$ cat config.mk
export PLATFORM = sky130hd
export DESIGN_NAME = alu_arbiter
export DESIGN_NICKNAME = d
export VERILOG_FILES = /design/src/rtl/alu_arbiter.sv
export SDC_FILE = /design/constraint.sdc
export NUM_CORES = 1
export LEC_CHECK = 0
export CAP_MARGIN = 20
export CELL_PAD_IN_SITES_DETAIL_PLACEMENT = 0
export CELL_PAD_IN_SITES_GLOBAL_PLACEMENT = 2
export CORE_MARGIN = 5
export CORE_UTILIZATION = 21
export CTS_CLUSTER_DIAMETER = 120
export CTS_CLUSTER_SIZE = 40
export DETAILED_ROUTE_END_ITERATION = 8
export PLACE_DENSITY_LB_ADDON = 0.2
export SETUP_SLACK_MARGIN = 0.1
export SYNTH_ARGS = -nofsm -noshare
export SYNTH_HDL_FRONTEND = slang
export SYNTH_SLANG_ARGS = --single-unit
$ cat constraint.sdc
create_clock -name clk -period 6.3 [get_ports clk]
set_input_delay 1.26 -clock clk [delete_from_list [all_inputs] [get_ports clk]]
set_output_delay 1.26 -clock clk [all_outputs]
set_load 0.02 [all_outputs]
$ cat src/rtl/alu_arbiter.sv
// alu_arbiter: round-robin sharing of one ALU between NUM_REQ requesters with timeout recovery
module alu_arbiter #(
  parameter int NUM_REQ = 4,
  parameter int NUM_SIZE = 32,
  parameter int CMD_SIZE_LOG2 = 3,
  parameter int TIMEOUT = 64,
  localparam int CMD_W = 2 ** CMD_SIZE_LOG2,
  localparam int IW = $clog2(NUM_REQ),
  localparam int CW = $clog2(TIMEOUT)
) (
  input  logic                         clk,
  input  logic                         reset,
  input  logic [NUM_REQ-1:0]           req_valid,
  output logic [NUM_REQ-1:0]           req_ready,
  input  logic [NUM_REQ*CMD_W-1:0]     req_cmd,
  input  logic [NUM_REQ*NUM_SIZE-1:0]  req_in1,
  input  logic [NUM_REQ*NUM_SIZE-1:0]  req_in2,
  output logic                         rsp_valid,
  input  logic                         rsp_ready,
  output logic [IW-1:0]                rsp_id,
  output logic [NUM_SIZE-1:0]          rsp_data,
  output logic                         rsp_err,
  output logic                         alu_reset,
  output logic                         alu_enable,
  output logic [CMD_W-1:0]             alu_cmd,
  output logic [NUM_SIZE-1:0]          alu_in1,
  output logic [NUM_SIZE-1:0]          alu_in2,
  input  logic [NUM_SIZE-1:0]          alu_out,
  input  logic                         alu_valid
);
  typedef enum logic [1:0] {IDLE, ISSUE, WAIT, RESP} state_t;
  state_t state;
  logic [IW-1:0] ptr, g;
  logic [CW-1:0] cnt;
  logic abort_q, any;
  // winner is the valid requester at the smallest offset from ptr; only offered in IDLE
  always_comb begin
    g = '0;
    any = 1'b0;
    req_ready = '0;
    for (int k = NUM_REQ - 1; k >= 0; k--)
      for (int i = 0; i < NUM_REQ; i++)
        if (req_valid[i] && (int'(ptr) + k) % NUM_REQ == i) begin
          g = IW'(i);
          any = 1'b1;
        end
    for (int i = 0; i < NUM_REQ; i++)
      req_ready[i] = any && g == IW'(i) && state == IDLE && !reset;
  end
  assign alu_reset = reset | abort_q;
  // accept, issue, wait for result or timeout, then hold the response until consumed
  always_ff @(posedge clk)
    if (reset) begin
      state <= IDLE;
      ptr <= '0;
      cnt <= '0;
      abort_q <= 1'b0;
      alu_enable <= 1'b0;
      alu_cmd <= '0;
      alu_in1 <= '0;
      alu_in2 <= '0;
      rsp_valid <= 1'b0;
      rsp_id <= '0;
      rsp_data <= '0;
      rsp_err <= 1'b0;
    end else begin
      alu_enable <= 1'b0;
      abort_q <= 1'b0;
      case (state)
        IDLE: if (any) begin
          for (int i = 0; i < NUM_REQ; i++)
            if (g == IW'(i)) begin
              alu_cmd <= req_cmd[i*CMD_W +: CMD_W];
              alu_in1 <= req_in1[i*NUM_SIZE +: NUM_SIZE];
              alu_in2 <= req_in2[i*NUM_SIZE +: NUM_SIZE];
            end
          rsp_id <= g;
          ptr <= (g == IW'(NUM_REQ - 1)) ? '0 : g + 1'b1;
          alu_enable <= 1'b1;
          state <= ISSUE;
        end
        ISSUE: begin
          cnt <= '0;
          state <= WAIT;
        end
        WAIT: if (alu_valid) begin
          rsp_data <= alu_out;
          rsp_err <= 1'b0;
          rsp_valid <= 1'b1;
          state <= RESP;
        end else if (cnt == CW'(TIMEOUT - 1)) begin
          rsp_data <= '0;
          rsp_err <= 1'b1;
          rsp_valid <= 1'b1;
          abort_q <= 1'b1;
          state <= RESP;
        end else
          cnt <= cnt + 1'b1;
        RESP: if (rsp_ready) begin
          rsp_valid <= 1'b0;
          state <= IDLE;
        end
      endcase
    end
endmodule

* Word-level counts from Yosys, hierarchy flattened *
Cells that the tools add are included.

word-level totals
  bits in registers = 120
  bits of input ports = 328
  output and inout port bits = 114
  word-level logic and storage cells = 158

cells by class
  add/subtract/negate cells = 5
  equal/unequal tests = 24
  muxes and demuxes = 61
  bitwise logic cells = 6
  reductions and logical operators = 50

operators with widths
  kind                   count
  $mux W32               10
  $logic_not A32 Y1      4
  $mux W2                19
  $mux W8                4
  $logic_and A1 B1 Y1    28
  $mux W1                23
  $eq A3 B3 Y1 const B   6
  $eq A2 B2 Y1 const B   6
  $mux W6                2
  $pmux W6 S2            1
  $reduce_and A3 Y1      4
  $eq A3 B2 Y1 const B   3
  $ne A2 B2 Y1 const B   4
  $pmux W2 S4            1
  $reduce_or A2 Y1       4
  $add A6 B1 Y6 const B  1
  $eq A2 B1 Y1 const B   3
  $eq A6 B6 Y1 const B   1
  $reduce_bool A2 Y1     3
  $add A2 B1 Y2 const B  2
  $add A2 B2 Y2 const B  2
  $logic_not A2 Y1       2
  $reduce_and A2 Y1      2
  $reduce_bool A4 Y1     1
  other kinds (7)        10

* Depth between registers and ports, before layout *
  depth after elaboration = 25
  mapped depth = 13
  depth with buffers taken out = 9

* Least setup slack after synthesis *
No wires, ideal clock.

  path type = input to output
  from = input port req_valid[2]
  to = output port req_ready[3]
  data arrival time = 2.877 ns
  data required time = 5.040 ns
  slack = 2.163 ns
  cell stages on the path = 7
  buffers on the path = 2
  cell sequence = mux2i_1 -> nor2_1 -> nor3_1 -> ha_1 -> clkbuf_1 -> buf_2 -> and2_1

on the way
  longest elaborated chain between the ends = 19
  elaborated cells on any way between the ends = 36

RTL lines
  item                                RTL line  source
  from (decl)                         13        input logic [NUM_REQ-1:0] req_valid,
  $logic_and A1 B1 Y1                 43        if (req_valid[i] && (int'(ptr) + k) % NUM_REQ == i) begin
  $mux W2 (12 in a row)               43
  $mux W2 * (2 in a row)              43
  net g[0]                            33        logic [IW-1:0] ptr, g;
  $eq A2 B2 Y1 *                      48        req_ready[i] = any && g == IW'(i) && state == IDLE && !reset;
  $logic_and A1 B1 Y1 * (3 in a row)  48
  to (decl)                           14        output logic [NUM_REQ-1:0] req_ready,

The timed path passes the listed nets; every way through them passes the cells marked *.

* Final worst setup path *
  from = input port req_valid[0]
  to = output port req_ready[2]

on the way
  elaborated cells on any way between the ends = 36

RTL lines
  item                                RTL line
  $logic_and A1 B1 Y1                 43
  $mux W2 (8 in a row)                43
  $mux W2 * (4 in a row)              43
  net g[1]                            33
  $eq A2 B2 Y1 *                      48
  $logic_and A1 B1 Y1 * (3 in a row)  48

Marks and branches as above.

==> out/metrics.cfg <==
[critical_path]
critPathKind=input pin to primary output
rr_endpoint=alu_in2[4]
startpoint_type=input pin
r2r_slack_ns=2.83
required_ns=5.04
critical_path.max_fanout=54
worstPathArrival_ns=3.80
end_kind=primary output
rr_worst_depth=10
r2r-start=ptr[1]
critPathLaunch=req_valid[0]

[min_path]
min_from=rsp_id[1]
hold_class=flip-flop to flip-flop
min_to=rsp_id[1]
hold_path_depth=2

[yosys]
postSynth.asyncResetShare_pct=0
synth.avg_cell_area_um2=8.71
yosysUniqueCellTypes=39
synth.top_cell.area_share_pct=33.7
syn_area_um2=7130
syn_nets=1156
synth_seq_area_share_pct=33.7
yosysWarnings=0
synthTopCellsByArea=dfxtp_1 34%, mux2i_1 21%, a211oi_2 12%
yosys.area.top_type=dfxtp_1
ys_ff_latch=120
synth_edf_count=0
syn_inst=818
yosys_most_used_dff=dfxtp_1

[job]
max_cap_viol_count=0

[clocking]
clock_sinks=120
insertion_delay_ns=0.42
cts_setup_buffers=0
cts_root_buffer=clkbuf_16
post_cts_resize_count=0
clockBufferDepth=2
cts_tree=yes
htree_levels=4
hold_buffers=0
cts.clk_slew.worst_paths_ns=0.05
cts_buffers=17

[place]
gp_congestion=0.836
placed_area_um2=11800
io_buffer_count=441
hpwl_um=22800

[final_layout]
area_growth_pct=74.4
final_util_pct=37.1
nets=1553
layout_commonest_cell=clkdlybuf4s50_1
layout_common_cells=440 x clkdlybuf4s50_1, 147 x mux2i_1, 120 x dfxtp_1
drive_above_1_share_pct=9.86
fillers=3428
final_area_um2=12400

[sta]
final_max_slew_viol_count=0
setup_viol=0
grt_setup_unrepaired=false
relSlewSlack_pct=40.9
finalSetupTns_ns=0
tightest_slew_ns=0.886
max_freq_mhz=198
whs_ns=0.462
min_period_ns=5.06
finalClockSkew_ns=0.0115
fin_crit_sh_pct=80.3
hold_viol=0

[global_routing]
grt-ovfl-total=0
use_met3_pct=5.93
grt_pass1_wl_um=45900
met1_usage_pct=18.2
grt_pass1_vias=7453
grt_max_degree=145
gr-max-usage-layer=met2
grt_use_met2_pct=26.4
antenna_found_initial=3
track_usage_pct=15.5

[floorplan]
die_area_um2=37700
initial_core_util_pct=21.3
design.portCount=442
die_w_um=194
core_um2=33500
rows=67
die_y_um=194

[power]
p_sw_mw=2.14
ir_worst_vdd_v=0.000315
leakage_nw=4.31
comb_power_share_pct=57.3
sequentialPowerShare_pct=23.1
pwr-share-clk_pct=19.6
power_density_nw_per_um2=406
power.internal_mw=2.91
swShare_pct=42.4

[routing]
detail-route-antenna-nets=0
remaining_drc_errors=0
firstDrtPassIters=4
drtIter0Drc=252
avgViaCountPerCell=4.34
routedWlPerCell_um=18.1
finalWirelength_um=30400
num_vias=7287

[run_status]
status=complete, no violations

-- registers in the layout, indices dropped and copies added, names as in the netlist --
register	count
alu_in2	32
rsp_err	1
rsp_valid	1
rsp_data	32
alu_in1	32
abort_q	1
state	2
cnt	6
ptr	2
alu_cmd	8
alu_enable	1
rsp_id	2
-- final cells by class --
| cell class | instances | area, um^2 | share of cell area (%) |
|---|---|---|---|
| Timing Repair Buffer | 452 | 4510 | 36.3 |
| Multi-Input combinational cell | 616 | 4340 | 34.9 |
| Clock buffer | 18 | 439 | 3.53 |
| Sequential cell | 120 | 2400 | 19.3 |
| Clock inverter | 13 | 145 | 1.17 |
| Tap cell | 448 | 561 | 4.51 |
| Antenna cell | 3 | 7.51 | 0.0604 |
| Inverter | 8 | 30.0 | 0.242 |
-- power by group through the flow --
stage / Combinational [mW] / Sequential, mW / Clock, mW
floorplan: 1.62 / 1.47 / 0
global placement: 2.95 / 1.17 / 0
detailed placement: 2.97 / 1.18 / 0
CTS: 2.97 / 1.17 / 1.03
global route: 3.17 / 1.20 / 1.06
finish: 2.89 / 1.16 / 0.990
-- how the worst max path moves through the flow --
stage / slack (ns) / end
2_1_floorplan: 2.16 / req_ready[3]
3_3_place_gp: 1.24 / req_ready[2]
3_5_place_dp: 1.22 / req_ready[2]
4_1_cts: 1.21 / req_ready[2]
5_1_grt: 1.09 / req_ready[2]
6_report: 1.24 / req_ready[2]
-- routing by layer --
metal | wire length [um] | share of wire [%] | vias up
li1 | - | - | 3704
met1 | 12700 | 42 | 3302
met2 | 14800 | 49 | 256
met3 | 2340 | 7.7 | 25
met4 | 456 | 1.5 | 0
met5 | 0 | 0 | -
-- cells by family (layout without fill, tap and decap cells) --
| kind of cell | count (synthesis) | count (layout) | synth area share [%] |
|---|---|---|---|
| buf+inv | 82 | 491 | 6.07 |
| other cells | 0 | 3 | 0 |
| fa+ha+maj | 10 | 10 | 1.76 |
| simple gates | 255 | 255 | 15.2 |
| flops | 120 | 120 | 33.7 |
| compound gates | 203 | 203 | 22.5 |
| mux | 148 | 148 | 20.8 |
-- cells in the mapped netlist, drive strengths merged (2+ instances only) --
cell	count
dfxtp	120
clkbuf	29
nor4	2
inv	8
nor3	2
nand3	37
nor2	80
mux2i	147
nand2	113
o31ai	2
o21bai	2
o21ai	73
a31oi	2
o211ai	2
buf	45
nor2b	2
ha	10
a21oi	39
nand2b	9
a211oi	76
and2	5
-- stage by stage --
step | power (mW) | std cells | setup slack, ns
6_report | 5.05 | 1678 | 1.24
5_1_grt | 5.42 | 1678 | 1.09
4_1_cts | 5.17 | 1675 | 1.21
3_5_place_dp | 4.15 | 1644 | 1.22
3_3_place_gp | 4.13 | 1644 | 1.24
2_1_floorplan | 3.09 | 818 | 2.16
-- worst max-delay path, cell delays in order --
cell and delay [ns]:
clkdlybuf4s50_1 0.59, a21oi_1 0.10, o21a_1 0.19, o22ai_1 0.36, inv_1 0.19, ha_4 0.35
and2_1 0.20, clkdlybuf4s50_1 0.54
No activity file was read; power rests on OpenSTA's default activity.
